`src/rtl/tagged_value_fifo_pkg.sv`:
```
// Shared types for the tagged value FIFO: entry tag encoding and a display helper.
// Optional pop-side tag checking is enabled by defining TVF_TYPE_CHECK_EN.
package tagged_value_pkg;

  localparam int unsigned TAG_W = 2;

  typedef enum logic [TAG_W-1:0] {
    TAG_NONE = 2'd0,
    TAG_INT  = 2'd1,
    TAG_STR  = 2'd2,
    TAG_REAL = 2'd3
  } tag_e;

  function automatic string tag_name(input tag_e t);
    case (t)
      TAG_INT:  return "INT";
      TAG_STR:  return "STR";
      TAG_REAL: return "REAL";
      default:  return "NONE";
    endcase
  endfunction

endpackage

```
`src/rtl/tagged_value_fifo_if.sv`:
```
// Producer/consumer handshake bundle of the tagged value FIFO.
// The FIFO takes the slave modport; the driving agent takes master.
interface tagged_value_fifo_if
  import tagged_value_pkg::*;
#(
  parameter int unsigned DATA_WIDTH = 32
);

  logic                  push_valid;
  logic                  push_ready;
  tag_e                  push_tag;
  logic [DATA_WIDTH-1:0] push_data;

  logic                  pop_valid;
  logic                  pop_ready;
  tag_e                  pop_expect_tag;
  tag_e                  pop_tag;
  logic [DATA_WIDTH-1:0] pop_data;

  modport slave (
    input  push_valid, push_tag, push_data, pop_ready, pop_expect_tag,
    output push_ready, pop_valid, pop_tag, pop_data
  );

  modport master (
    output push_valid, push_tag, push_data, pop_ready, pop_expect_tag,
    input  push_ready, pop_valid, pop_tag, pop_data
  );

endinterface

```
`src/rtl/tagged_value_fifo_mem.sv`:
```
// Entry storage: one synchronous write port, one combinational read port.
// The array carries no reset; validity is tracked by the pointers in the top.
module tagged_value_fifo_mem #(
  parameter int unsigned DEPTH = 8,
  parameter int unsigned WIDTH = 34
) (
  input  logic                     i_clk,
  input  logic                     i_we,
  input  logic [$clog2(DEPTH)-1:0] i_waddr,
  input  logic [WIDTH-1:0]         i_wdata,
  input  logic [$clog2(DEPTH)-1:0] i_raddr,
  output logic [WIDTH-1:0]         o_rdata
);

  logic [WIDTH-1:0] r_mem [DEPTH];

  always_ff @(posedge i_clk) begin
    if (i_we) begin
      r_mem[i_waddr] <= i_wdata;
    end
  end

  assign o_rdata = r_mem[i_raddr];

endmodule

```
`src/rtl/tagged_value_fifo.sv`:
```
// DEPTH-entry FIFO of tagged payloads with per-tag occupancy counts and sticky error flags.
// Define TVF_TYPE_CHECK_EN to make pops require pop_tag == pop_expect_tag.
module tagged_value_fifo
  import tagged_value_pkg::*;
#(
  parameter int unsigned DEPTH      = 8,
  parameter int unsigned DATA_WIDTH = 32
) (
  input  logic                       clk,
  input  logic                       rst_n,
  input  logic                       clear,
  tagged_value_fifo_if.slave         bus,
  output logic [$clog2(DEPTH):0]     count,
  output logic [$clog2(DEPTH):0]     int_count,
  output logic [$clog2(DEPTH):0]     str_count,
  output logic [$clog2(DEPTH):0]     real_count,
  output logic                       illegal_tag_err,
  output logic                       type_err
);

  localparam int unsigned AW = $clog2(DEPTH);
  localparam int unsigned CW = AW + 1;
  localparam int unsigned EW = TAG_W + DATA_WIDTH;

  typedef struct packed {
    tag_e                  tag;
    logic [DATA_WIDTH-1:0] data;
  } tv_entry_t;

  logic [AW:0]   r_wr_ptr;
  logic [AW:0]   r_rd_ptr;
  logic [CW-1:0] r_count;
  logic [CW-1:0] r_int_count;
  logic [CW-1:0] r_str_count;
  logic [CW-1:0] r_real_count;
  logic          r_illegal_tag_err;

  logic          w_full;
  logic          w_empty;
  logic          w_push;
  logic          w_pop;
  logic          w_tag_ok;
  logic [EW-1:0] w_rdata;
  tv_entry_t     w_head;
  tv_entry_t     w_wentry;
  logic          w_push_int, w_push_str, w_push_real;
  logic          w_pop_int,  w_pop_str,  w_pop_real;

  // Extra wrap bit distinguishes full (wrap bits differ) from empty (all equal).
  assign w_full  = (r_wr_ptr[AW] != r_rd_ptr[AW]) && (r_wr_ptr[AW-1:0] == r_rd_ptr[AW-1:0]);
  assign w_empty = (r_wr_ptr == r_rd_ptr);

  assign w_head   = tv_entry_t'(w_rdata);
  assign w_wentry = '{tag: bus.push_tag, data: bus.push_data};

`ifdef TVF_TYPE_CHECK_EN
  logic r_type_err;

  assign w_tag_ok = (w_head.tag == bus.pop_expect_tag);

  always_ff @(posedge clk or negedge rst_n) begin
    if (!rst_n) begin
      r_type_err <= 1'b0;
    end else if (clear) begin
      r_type_err <= 1'b0;
    end else if (!w_empty && bus.pop_ready && !w_tag_ok) begin
      r_type_err <= 1'b1;
    end
  end

  assign type_err = r_type_err;
`else
  logic [TAG_W-1:0] w_unused_expect_tag;

  assign w_unused_expect_tag = bus.pop_expect_tag;
  assign w_tag_ok            = 1'b1;
  assign type_err            = 1'b0;
`endif

  assign w_push = bus.push_valid && !w_full && (bus.push_tag != TAG_NONE);
  assign w_pop  = !w_empty && bus.pop_ready && w_tag_ok;

  always_comb begin
    w_push_int  = w_push && (bus.push_tag == TAG_INT);
    w_push_str  = w_push && (bus.push_tag == TAG_STR);
    w_push_real = w_push && (bus.push_tag == TAG_REAL);
    w_pop_int   = w_pop  && (w_head.tag == TAG_INT);
    w_pop_str   = w_pop  && (w_head.tag == TAG_STR);
    w_pop_real  = w_pop  && (w_head.tag == TAG_REAL);
  end

  tagged_value_fifo_mem #(
    .DEPTH (DEPTH),
    .WIDTH (EW)
  ) u_mem (
    .i_clk   (clk),
    .i_we    (w_push && !clear),
    .i_waddr (r_wr_ptr[AW-1:0]),
    .i_wdata (w_wentry),
    .i_raddr (r_rd_ptr[AW-1:0]),
    .o_rdata (w_rdata)
  );

  always_ff @(posedge clk or negedge rst_n) begin
    if (!rst_n) begin
      r_wr_ptr          <= '0;
      r_rd_ptr          <= '0;
      r_count           <= '0;
      r_int_count       <= '0;
      r_str_count       <= '0;
      r_real_count      <= '0;
      r_illegal_tag_err <= 1'b0;
    end else if (clear) begin
      r_wr_ptr          <= '0;
      r_rd_ptr          <= '0;
      r_count           <= '0;
      r_int_count       <= '0;
      r_str_count       <= '0;
      r_real_count      <= '0;
      r_illegal_tag_err <= 1'b0;
    end else begin
      if (w_push) begin
        r_wr_ptr <= r_wr_ptr + 1'b1;
      end
      if (w_pop) begin
        r_rd_ptr <= r_rd_ptr + 1'b1;
      end
      r_count      <= r_count      + CW'(w_push)      - CW'(w_pop);
      r_int_count  <= r_int_count  + CW'(w_push_int)  - CW'(w_pop_int);
      r_str_count  <= r_str_count  + CW'(w_push_str)  - CW'(w_pop_str);
      r_real_count <= r_real_count + CW'(w_push_real) - CW'(w_pop_real);
      if (bus.push_valid && (bus.push_tag == TAG_NONE)) begin
        r_illegal_tag_err <= 1'b1;
      end
    end
  end

  assign bus.push_ready = !w_full;
  assign bus.pop_valid  = !w_empty;
  assign bus.pop_tag    = w_empty ? TAG_NONE : w_head.tag;
  assign bus.pop_data   = w_empty ? '0 : w_head.data;

  assign count           = r_count;
  assign int_count       = r_int_count;
  assign str_count       = r_str_count;
  assign real_count      = r_real_count;
  assign illegal_tag_err = r_illegal_tag_err;

  always @(posedge clk) begin
    if (rst_n) begin
      assert (r_count == r_int_count + r_str_count + r_real_count)
        else $error("per-tag counts disagree with total occupancy");
    end
  end

endmodule

```
`src/flat_wrapper.sv`:
```
// flat-port wrapper written by rule: the top's interface ports become plain ports
module tagged_value_fifo_flat import tagged_value_pkg::*;
#(
  parameter int unsigned DEPTH      = 8,
  parameter int unsigned DATA_WIDTH = 32
)
  (clk, rst_n, clear, count, int_count, str_count, real_count, illegal_tag_err, type_err, bus_push_valid, bus_push_tag, bus_push_data, bus_pop_ready, bus_pop_expect_tag, bus_push_ready, bus_pop_valid, bus_pop_tag, bus_pop_data);
  tagged_value_fifo_if #(.DATA_WIDTH(DATA_WIDTH)) bus_i ();
  input  logic clk;
  input  logic rst_n;
  input  logic clear;
  output logic [$clog2(DEPTH):0] count;
  output logic [$clog2(DEPTH):0] int_count;
  output logic [$clog2(DEPTH):0] str_count;
  output logic [$clog2(DEPTH):0] real_count;
  output logic illegal_tag_err;
  output logic type_err;
  input wire logic [$bits(bus_i.push_valid)-1:0] bus_push_valid;
  input wire logic [$bits(bus_i.push_tag)-1:0] bus_push_tag;
  input wire logic [$bits(bus_i.push_data)-1:0] bus_push_data;
  input wire logic [$bits(bus_i.pop_ready)-1:0] bus_pop_ready;
  input wire logic [$bits(bus_i.pop_expect_tag)-1:0] bus_pop_expect_tag;
  output wire logic [$bits(bus_i.push_ready)-1:0] bus_push_ready;
  output wire logic [$bits(bus_i.pop_valid)-1:0] bus_pop_valid;
  output wire logic [$bits(bus_i.pop_tag)-1:0] bus_pop_tag;
  output wire logic [$bits(bus_i.pop_data)-1:0] bus_pop_data;
  assign bus_i.push_valid = bus_push_valid;
  assign bus_i.push_tag = bus_push_tag;
  assign bus_i.push_data = bus_push_data;
  assign bus_i.pop_ready = bus_pop_ready;
  assign bus_i.pop_expect_tag = bus_pop_expect_tag;
  assign bus_push_ready = bus_i.push_ready;
  assign bus_pop_valid = bus_i.pop_valid;
  assign bus_pop_tag = bus_i.pop_tag;
  assign bus_pop_data = bus_i.pop_data;
  tagged_value_fifo #(.DEPTH(DEPTH), .DATA_WIDTH(DATA_WIDTH)) u_core (.clk(clk), .rst_n(rst_n), .clear(clear), .bus(bus_i), .count(count), .int_count(int_count), .str_count(str_count), .real_count(real_count), .illegal_tag_err(illegal_tag_err), .type_err(type_err));
endmodule
```
`config.mk`:
```
export PLATFORM = sky130hd
export DESIGN_NAME = tagged_value_fifo_flat
export DESIGN_NICKNAME = d
export VERILOG_FILES = /design/src/rtl/tagged_value_fifo_pkg.sv /design/src/rtl/tagged_value_fifo_if.sv /design/src/rtl/tagged_value_fifo_mem.sv /design/src/rtl/tagged_value_fifo.sv /design/src/flat_wrapper.sv
export SDC_FILE = /design/constraint.sdc
export NUM_CORES = 1
export LEC_CHECK = 0
export BUFFER_PORTS_ARGS = -buffer_cell sky130_fd_sc_hd__buf_4
export CORE_MARGIN = 2
export CORE_UTILIZATION = 50
export CTS_CLUSTER_SIZE = 14
export DETAILED_ROUTE_END_ITERATION = 8
export PLACE_DENSITY_LB_ADDON = 0.25
export SLEW_MARGIN = 20
export SYNTH_ARGS = -nofsm -noshare
export SYNTH_HDL_FRONTEND = slang
export SYNTH_SLANG_ARGS = --single-unit
```
`constraint.sdc`:
```
create_clock -name clk -period 4 [get_ports clk]
set_input_delay 0.2 -clock clk [delete_from_list [all_inputs] [get_ports clk]]
set_output_delay 0.2 -clock clk [all_outputs]
set_load 0.1 [all_outputs]
```
# == After elaboration in Yosys (flattened, before gate mapping) ==
# Memories as Yosys holds them, arrays and structs flattened.
# Cells that the tools add are included.
# classes
n_addsub,10
mul,0
div_mod_pow,0
order_cmp,0
n_eq_ne,9
n_shift,0
mux,14
bitwise,0
n_reduce_logical,20
# op_table
cell,n
$mux 32,1
$mux 4,8
$add 4x1->4,4
$sub 4x1->4,4
$logic_and 1x1->1,12
$add 4x1->4 const B,2
$eq 2x2->1 const B,4
$reduce_bool 2->1,4
$eq 2x1->1 const B,2
$eq 4x4->1,1
$mux 1,4
$eq 3x3->1,1
$logic_not 1->1,3
$logic_not 2->1,1
$mux 2,1
$ne 1x1->1,1
# word_totals
ff_bits,25
latch_bits,0
mem_bits_rw,272
rom_bits,0
output_inout_bits,54
word_cells,61
n_memories,1
# memory_table
memory,depth,width,rd,rd_ports_with_merged_regs,write_ports,line,text
u_core.u_mem.r_mem,8,34,1,0,1,tagged_value_fifo_mem.sv:15,logic [WIDTH-1:0] r_mem [DEPTH];

# == Longest topological paths before layout ==
# Gate-level depths: netlist (run 1).
# depth
depth_word,9
depth_mapped,13

# == Modules after synthesis ==
# From an unflattened synthesis (run 1), not the netlist that was laid out.
# unflattened
cells_unflattened,600
area_unflattened_um2,12225.5
# modules_own_cells
mod,instances,cells_each,area_each_um2
tagged_value_fifo_mem,1,407,10402.5
tagged_value_fifo,1,193,1823.0

# == Worst setup path before layout (run 1) ==
# No wires, ideal clock.
# synth_timing
path_kind,flip-flop to flip-flop
start,register u_core.r_rd_ptr[0]
end,"memory u_core.u_mem.r_mem[0][0], enable pin"
setup_ps,468
t_arrival_ps,3710
path_slack_ps,-178
path_stages_with_launch,6
synth_period_minus_slack_ps,4178
cell_sequence,dfrtp_1 > buf_4 > xor2_2 > o41ai_2 > or3_1 > nor3_1
# synth_between
elab_chain_cells,8
# synth_rtl
item,line,text
from (decl),tagged_value_fifo.sv:31,logic [AW:0] r_rd_ptr;
from (signal assigned),tagged_value_fifo.sv:126,r_rd_ptr <= r_rd_ptr + 1'b1;
$eq 3x3->1,tagged_value_fifo.sv:50,assign w_full = (r_wr_ptr[AW] != r_rd_ptr[AW]) && (r_wr_ptr[AW-1:0] == r_rd_ptr[AW-1:0]);
$logic_and 1x1->1,tagged_value_fifo.sv:50,
$logic_not 1->1,tagged_value_fifo.sv:80,assign w_push = bus.push_valid && !w_full && (bus.push_tag != TAG_NONE);
$logic_and 1x1->1 (2 in series),tagged_value_fifo.sv:80,
$logic_and 1x1->1,tagged_value_fifo.sv:97,".i_we (w_push && !clear),"
$mux 1,tagged_value_fifo_mem.sv:18,if (i_we) begin
$mux 1 (not written as such),tagged_value_fifo_mem.sv:19,r_mem[i_waddr] <= i_wdata;
to (decl),tagged_value_fifo_mem.sv:15,
# No other way between the ends.

# == Final worst setup path (run 1) ==
# layout_timing
start,register u_core.r_rd_ptr[0]
end,output bus_pop_data[31]
# layout_between
elab_chain_cells,2
# layout_rtl
item,line,text
$mem_v2 8x34 / $eq 4x4->1 (equally long branches),n/a,
$mux 32 (*),tagged_value_fifo.sv:141,assign bus.pop_data = w_empty ? '0 : w_head.data;
to (decl),flat_wrapper.sv:26,output wire logic [$bits(bus_i.pop_data)-1:0] bus_pop_data;
# Every way passes the cells marked *; elsewhere a longest branch is shown, timed or not.

==> run_results.csv, run 1 <==
group,metric,value,unit
run_status,status,"complete, no violations",
synth,syn_nets,665,
power_and_ir_drop,power_density,582,mW/mm^2
sta,tightest_slew,642,ps
sta,setup_viol,0,
min_path,worstHoldPathType,"primary input to flop",
critical_path,path_class,"flop to output pin",
detailed_routing,first_iter_violations,390,
synth,ys_ff_latch,297,
detailed_routing,drc_errors,0,
detailed_routing,vias,5979,
critical_path,endpoint_kind,"output pin",
sta,drv_slew,0,
die,die_area,0.0252,sq mm
synth,syn_area,0.0120,sq mm
synth,syn_area_per_cell,19.9,sq um
placed_design,hpwl,13.2,mm
sta,fmax,315,MHz
die,die_h,159,um
critical_path,critPathArrivalTime,2980,ps
placed_design,gp_congestion,0.731,
die,core_area,0.0235,sq mm
detailed_routing,drt_first_pass_iters,4,
power_and_ir_drop,p_leak,4.97,nW
layout,drive_gt1_share,31.2,%
synth,synth_cell_types,37,
global_route,grt_pass1_wl,35.6,mm
die,rows,56,
power_and_ir_drop,p_total,0.00844,W
detailed_routing,ant_nets,0,
clocking,cts_tree,"built",
synth,synthArstFlopShare,8.42,%
clocking,post_cts_buffers,0,
sta,fin_skew,11.9,ps
global_route,grt_antenna_before_repair,0,
sta,slew-limit-headroom,56.7,%
clocking,ctsResizeCount,0,
die,io-pin-count,95,
layout,diodes,0,
clocking,path_clk_slew,60,ps
global_route,grt_max_degree,40,
sta,hold_viol,0,
clocking,cts.sinks,297,
detailed_routing,wl,23.2,mm
placed_design,place.port_buffers,91,
synth,synth_edf_count,272,
synth,synthCells,602,
global_route,grt_pass1_vias,6347,
critical_path,cp_data_required_time,3800,ps
sta,fin_crit_sh,79.5,%
layout,area_delta_synth_final,21.3,%
detailed_routing,wl_per_cell,21.2,um
sta,period_minus_slack,3180,ps
global_route,track_usage,18.9,%
power_and_ir_drop,ir_drop,0.414,mV
clocking,root_buffer,"clkbuf_16",
layout,final_core_util,61.8,%
critical_path,startpoint_type,"flop",
detailed_routing,avgViaCountPerCell,5.47,
synth,ys.warnings.count,0,
synth,synthFlopType,"edfxtp_1",
synth,ys_seq_area_share,73.5,%
clocking,hold_buffers,36,
die,start_util,51.0,%
clocking,cts_max_path_buffers,3,
clocking,cts_inserted_buffers,29,
sta,rsz0062_at_grt,"no",
die,die-width,159,um
layout,final_nets,815,
global_route,globalRouteOverflowTotal,0,
clocking,h-tree-depth,1,
critical_path,path_max_fanout,31,
clocking,clock_latency,550,ps
placed_design,pre_cts_slack,939,ps
flow_run,cap_violations,0,
sta,fin_ws,822,ps
[cells in the final DEF (no fill, tap or decap), drive strengths merged, types with 3 or more instances in the layout]
master	netlist	routed
inv	24	25
mux4	68	68
xor2	9	9
mux2i	35	35
nor2	51	51
dlygate4sd3	0	36
a21oi	10	10
edfxtp	272	272
clkbuf	12	39
clkinv	0	9
dfrtp	25	25
ha	18	18
fa	4	4
buf	15	110
xnor2	9	9
nor2b	9	9
a21o	4	4
nand3	5	5
nor3	7	7
or3	3	3
bufinv	0	5
o21ai	4	4
[cell usage after synthesis (6+ instances only)]
master | instances | area [sq um]
xor2_1 | 6 | 52.6
a21oi_1 | 10 | 50.1
buf_2 | 11 | 55.1
nor3_1 | 7 | 35.0
mux4_2 | 68 | 1530
edfxtp_1 | 272 | 8170
clkbuf_1 | 11 | 41.3
xnor2_1 | 9 | 78.8
nor2b_1 | 9 | 56.3
mux2i_1 | 35 | 350
ha_1 | 18 | 225
nor2_1 | 51 | 191
inv_1 | 24 | 90.1
dfrtp_1 | 25 | 626
[worst max-delay path, stage by stage (launching register included)]
cell and delay [ps]:
dfrtp_4 690, buf_4 610, mux4_2 570, mux2i_1 190, nor2_1 90, buf_4 270
[cells by family after synthesis]
logic type	share of synthesized area (%)
AO/OA/AOI/OAI	1.36
other	0.0314
adder cells (fa/ha/maj)	2.55
flip-flops	73.5
XOR/XNOR	1.51
multiplexers	15.8
buffers and inverters	1.82
AND/OR/NAND/NOR	3.39
[final cells by class]
class                   count  area, sq um
fillers                  1675         8960
flip-flops and latches    297         8800
multi-input cells         254         3020
repair buffers            146         1210
clock buffers              39          793
well taps                 319          399
clock inverters            15          200
inverters                  24         90.1
[sequential cells by signal, summed over array words and instances, names as in the netlist]
register,flops
u_core.u_mem.r_mem,272
u_core.count,4
u_core.illegal_tag_err,1
u_core.int_count,4
u_core.real_count,4
u_core.r_rd_ptr,4
u_core.r_wr_ptr,4
u_core.str_count,4
[final timing paths]
check	startpoint	end	slack, ps	cells after the start
worst max-delay path	u_core.r_rd_ptr[0]$_DFFE_PN0P_	bus_pop_data[31]	820	5
worst min-delay path	clear	u_core.int_count[3]$_DFF_PN0_	30	2
worst max register to register	u_core.r_rd_ptr[0]$_DFFE_PN0P_	u_core.int_count[2]$_DFF_PN0_	970	9
worst min register to register	u_core.illegal_tag_err$_DFFE_PN0P_	u_core.illegal_tag_err$_DFFE_PN0P_	510	2
max in group asynchronous	rst_n	u_core.r_rd_ptr[0]$_DFFE_PN0P_	3610	2
min in group asynchronous	rst_n	u_core.count[3]$_DFF_PN0_	100	2
[per-layer routing]
metal / vias up / track usage [%] / routed length [um]
li1: 2678 / - / -
met1: 3108 / 26.1 / 9890
met2: 160 / 32.2 / 11700
met3: 33 / 2.91 / 1290
met4: 0 / 4.38 / 348
met5: - / 0 / 0
[power breakdown]
part	switching [W]	internal (W)	leakage [nW]	total, W
Combinational	0.00148	0.000622	1.69	0.00210
Sequential	0.0000791	0.00347	2.79	0.00354
Clock	0.00109	0.00171	0.491	0.00280
Total	0.00265	0.00580	4.97	0.00844
[stage by stage]
stage,hold WS [ps],setup TNS [ps],area [sq um],instances
floorplan,-95.6,-24210,12000,602
global route,33.1,0,14500,1094
finish,32.7,0,14500,1094
global placement,123,0,13200,1004
detailed placement,133,0,13200,1004
CTS,13.8,0,14500,1094
No activity file was read; power rests on OpenSTA's default activity.
==> run 2, diff against run 1 <==
- clock period: 4 -> 2.8 ns (I/O delays scaled with it)
==> run_results.csv, run 2 (same netlist as run 1, synthesis figures left out) <==
group,metric,value,unit
detailed_routing,wl_per_cell,21.1,um
power_and_ir_drop,ir_drop,0.611,mV
sta,fin_hold_ws,38.8,ps
detailed_routing,vias,6044,
critical_path,path_class,"flop to flop",
global_route,track_usage,19.5,%
sta,fin_skew,11.9,ps
global_route,grt_antenna_before_repair,0,
die,start_util,51.0,%
run_status,status,"complete, no violations",
layout,area_delta_synth_final,24.6,%
detailed_routing,avgViaCountPerCell,5.43,
critical_path,path_max_fanout,8,
layout,diodes,0,
clocking,root_buffer,"clkbuf_16",
sta,fin_ws,86.6,ps
die,die_area,0.0252,sq mm
power_and_ir_drop,p_leak,5.09,nW
layout,design_area,0.0149,sq mm
clocking,h-tree-depth,1,
placed_design,place.port_buffers,91,
sta,slew-limit-headroom,50.0,%
die,die-width,159,um
detailed_routing,wl,23.5,mm
global_route,grt_max_degree,36,
clocking,cts.sinks,297,
layout,final_cell_mix,"edfxtp_1 (272), buf_4 (111), mux4_2 (68), nor2_1 (49), dlygate4sd3_1 (38)",
placed_design,gp_congestion,0.710,
sta,hold_viol,0,
global_route,grt_pass1_vias,6530,
placed_design,place_area,0.0134,sq mm
sta,tns,0,ps
sta,period_minus_slack,2710,ps
placed_design,pre_cts_slack,78.7,ps
layout,largest_reg_flops,272,
layout,largest-register,"u_core.u_mem.r_mem",
flow_run,cap_violations,0,
critical_path,endpoint_kind,"flop",
sta,rsz0062_at_grt,"yes",
global_route,grt_pass1_wl,36.6,mm
die,core_area,0.0235,sq mm
clocking,cts_max_path_buffers,3,
sta,tightest_slew,750,ps
min_path,worstHoldPathType,"primary input to flop",
detailed_routing,first_iter_violations,405,
layout,final_nets,833,
detailed_routing,drc_errors,0,
critical_path,critPathArrivalTime,3140,ps
placed_design,hpwl,13.8,mm
critical_path,r2r_slack,90,ps
critical_path,startpoint_type,"flop",
die,rows,56,
die,die_h,159,um
detailed_routing,ant_nets,0,
global_route,globalRouteOverflowTotal,0,
die,io-pin-count,95,
detailed_routing,drt_first_pass_iters,5,
critical_path,cp_data_required_time,3220,ps
power_and_ir_drop,power_density,819,mW/mm^2
clocking,cts_inserted_buffers,30,
sta,setup_viol,0,
clocking,clock_latency,540,ps
layout,drive_gt1_share,34.9,%
sta,drv_slew,0,
clocking,cts_tree,"built",
layout,final_core_util,63.5,%
sta,fin_crit_sh,96.9,%
sta,fmax,369,MHz
layout,mostFrequentLayoutCell,"edfxtp_1",
clocking,path_clk_slew,60,ps
## run 2: cell count changes in the layout (fill, tap and decap cells not counted), moves of 4 or more
cell        previous run  this run
buf_12                 2        11
clkinvlp_4             0         5
inv_1                 24        19
inv_2                  0         4
nor3_4                 2         6
## run 2: worst paths after layout
check | startpoint | endpoint | cells past startpoint
setup / recovery | u_core.r_rd_ptr[0]$_DFFE_PN0P_ | u_core.int_count[1]$_DFF_PN0_ | 8
hold / removal | bus_pop_ready | u_core.r_rd_ptr[3]$_DFFE_PN0P_ | 4
setup reg to reg | u_core.r_rd_ptr[0]$_DFFE_PN0P_ | u_core.int_count[1]$_DFF_PN0_ | 8
hold reg to reg | u_core.r_wr_ptr[3]$_DFFE_PN0P_ | u_core.r_wr_ptr[3]$_DFFE_PN0P_ | 2
max in group asynchronous | rst_n | u_core.r_rd_ptr[0]$_DFFE_PN0P_ | 2
min in group asynchronous | rst_n | u_core.count[1]$_DFF_PN0_ | 2
## run 2: repair_timing
action	in CTS	in global routing
buffers inserted	0	5
endpoints found under the hold margin	321	0
setup endpoints to repair	17	14
pin swaps	0	2
gates resized for setup	3	13
hold buffers	38	0
## run 2: area by class of cell
class                   instances  area [sq um]
fillers                      1634          8560
clock inverters                17           189
well taps                     319           399
repair buffers                163          1470
multi-input cells             254          3120
clock buffers                  39           836
flip-flops and latches        297          8800
inverters                      24          93.8
## run 2: layer usage
| metal | global-route usage, % | vias to the layer above | wire length [um] |
|---|---|---|---|
| met4 | 4.63 | 0 | 442 |
| li1 | - | 2725 | - |
| met5 | 0 | - | 0 |
| met1 | 26.5 | 3132 | 10000 |
| met2 | 33.4 | 151 | 11900 |
| met3 | 3.29 | 36 | 1120 |
## run 2: stage by stage
step                      total power, W  cells
final                             0.0122   1113
after global routing              0.0127   1113
after CTS                         0.0123   1108
after detailed placement         0.00820   1014
after global placement           0.00814   1014
after floorplan                  0.00752    602
## run 2: where the power goes
part / switching [W] / internal [W] / leakage, nW
clock network: 0.00157 / 0.00246 / 0.490
logic: 0.00218 / 0.000961 / 1.82
registers: 0.0000778 / 0.00495 / 2.79
total: 0.00383 / 0.00837 / 5.09
## run 2: worst max-delay path, stage by stage, from the launching register on
cell and delay, ps:
dfrtp_4 540, mux4_2 520, mux2_4 310, nor3_2 150, ha_1 260, inv_1 60
ha_1 180, fa_2 430, nor2b_2 160
==> run 3, diff against run 2 <==
- clock period: 2.8 -> 3.01 ns (I/O delays scaled with it)
==> run_results.csv, run 3 (same netlist as run 1, synthesis figures left out) <==
group,metric,value,unit
run_status,status,"complete, no violations",
detailed_routing,vias,5950,
critical_path,critPathSlowestCell,"dfrtp_4",
clocking,cts.sinks,297,
global_route,grt_antenna_before_repair,0,
critical_path,critPathArrivalTime,2690,ps
critical_path,max_stage_delay,540,ps
placed_design,dp.cells,1010,
die,rows,56,
placed_design,place.port_buffers,91,
sta,fin_hold_ws,23.9,ps
power_and_ir_drop,seqPwrFrac,42.4,%
power_and_ir_drop,clock_power_share,31.7,%
critical_path,crit_chain,"xor2_4 > nor4_4 > buf_4 > nor2_1 > buf_4",
critical_path,worstRegToRegCells,9,
detailed_routing,wl_per_cell,21.3,um
layout,drive_gt1_share,33.0,%
layout,largest_reg_flops,272,
min_path,worstHoldPathType,"primary input to flop",
die,start_util,51.0,%
layout,final_core_util,62.0,%
sta,drv_slew,0,
layout,final_nets,823,
sta,fin_crit_sh,94.5,%
layout,area_delta_synth_final,21.7,%
detailed_routing,drt_first_pass_iters,5,
sta,tns,0,ps
layout,final_cell_mix,"edfxtp_1 (272), buf_4 (114), mux4_2 (68), nor2_1 (49), dlygate4sd3_1 (38)",
die,die_h,159,um
clocking,cts_max_path_buffers,3,
clocking,post_cts_buffers,0,
power_and_ir_drop,pwr-share-comb,25.9,%
global_route,grt_max_degree,41,
die,die_area,0.0252,sq mm
sta,fmax,352,MHz
clocking,h-tree-depth,1,
placed_design,hpwl,13.5,mm
clocking,path_clk_slew,60,ps
critical_path,startpoint_type,"flop",
layout,diodes,0,
critical_path,endpoint_kind,"output pin",
power_and_ir_drop,p_sw,0.00355,W
critical_path,path_class,"flop to output pin",
layout,mostFrequentLayoutCell,"edfxtp_1",
detailed_routing,first_iter_violations,430,
detailed_routing,avgViaCountPerCell,5.40,
clocking,clock_latency,540,ps
min_path,hold_depth,4,
layout,fillCellCount,1701,
power_and_ir_drop,ir_drop,0.587,mV
sta,period_minus_slack,2840,ps
clocking,cts_inserted_buffers,29,
global_route,grt_pass1_wl,36.1,mm
layout,seqCellArea,0.00880,sq mm
critical_path,crit_family,"buffers and inverters",
die,core_area,0.0235,sq mm
critical_path,cp_data_required_time,2860,ps
sta,slew-limit-headroom,48.8,%
power_and_ir_drop,swShare,32.2,%
global_route,grt_pass1_vias,6363,
detailed_routing,drc_errors,0,
layout,multi_input_area,0.00308,sq mm
sta,tightest_slew,769,ps
sta,rsz0062_at_grt,"no",
critical_path,cp_num_buf_inv,2,
layout,stdcell_count,1101,
power_and_ir_drop,p_leak,4.98,nW
clocking,root_buffer,"clkbuf_16",
sta,hold_viol,0,
global_route,globalRouteOverflowTotal,0,
sta,fin_skew,7.40,ps
placed_design,pre_cts_slack,237,ps
power_and_ir_drop,intPower,0.00747,W
placed_design,gp_congestion,0.720,
critical_path,crit_cells,5,
layout,largest-register,"u_core.u_mem.r_mem",
clocking,cts_tree,"built",
die,io-pin-count,95,
detailed_routing,wl,23.4,mm
global_route,track_usage,19.4,%
sta,setup_viol,0,
detailed_routing,ant_nets,0,
flow_run,cap_violations,0,
critical_path,worst_path_most_repeated_cell,"buf_4",
die,die-width,159,um
sta,fin_ws,165,ps
power_and_ir_drop,power_density,757,mW/mm^2
critical_path,path_max_fanout,35,
run 3: cell count changes in the layout (fill, tap and decap cells not counted), sizes merged:
| cell | before | now |
|---|---|---|
| bufinv | 4 | 3 |
| buf | 124 | 116 |
| inv | 23 | 24 |
| clkbuf | 40 | 32 |
| clkinvlp | 5 | 3 |
| clkinv | 9 | 15 |
run 3: repair_timing:
| action | in CTS | in global routing |
|---|---|---|
| resized for setup | 0 | 1 |
| setup endpoints to repair | 0 | 1 |
| hold buffers | 38 | 0 |
| endpoints found under the hold margin | 317 | 0 |
run 3: area by class of cell:
type / count / area share, %
flip-flops and latches: 297 / 60.5
clock buffers: 32 / 5.06
clock inverters: 21 / 1.27
well taps: 319 / 2.74
multi-input cells: 254 / 21.1
inverters: 24 / 0.644
repair buffers: 154 / 8.71
run 3: path summary, 6_finish.rpt:
path,startpoint,endpoint,slack (ps)
max reg2reg,u_core.r_rd_ptr[0]$_DFFE_PN0P_,u_core.int_count[2]$_DFF_PN0_,260
min,bus_pop_ready,u_core.r_rd_ptr[1]$_DFFE_PN0P_,20
max in group asynchronous,rst_n,u_core.r_rd_ptr[1]$_DFFE_PN0P_,2660
min reg2reg,u_core.r_wr_ptr[3]$_DFFE_PN0P_,u_core.r_wr_ptr[3]$_DFFE_PN0P_,600
min in group asynchronous,rst_n,u_core.count[3]$_DFF_PN0_,60
max,u_core.r_rd_ptr[1]$_DFFE_PN0P_,bus_pop_data[31],170
run 3: metal layers:
metal	global-route usage [%]	wire length, um
met3	2.69	1540
met5	0	0
met2	33.5	12100
met1	26.2	9320
met4	5.32	477
run 3: worst register-to-register path, stage by stage, from the launching register on:
cell and delay [ps]:
dfrtp_4 500, mux4_2 520, mux2i_1 320, nor3_1 110, ha_1 290, inv_1 40, ha_1 220, fa_1 390
xnor2_1 160, nor2_1 50
run 3: power groups by stage:
stage	registers [W]	clock network [W]	logic (W)
global route	0.00468	0.00372	0.00303
CTS	0.00468	0.00355	0.00289
detailed placement	0.00476	0	0.00284
finish	0.00467	0.00349	0.00285
floorplan	0.00514	0	0.00185
global placement	0.00476	0	0.00280
run 3: metrics by stage:
stage / total power [W] / area, sq um
floorplan: 0.00699 / 12100
detailed placement: 0.00760 / 13300
global placement: 0.00755 / 13300
finish: 0.0110 / 14600
CTS: 0.0111 / 14600
global route: 0.0114 / 14600
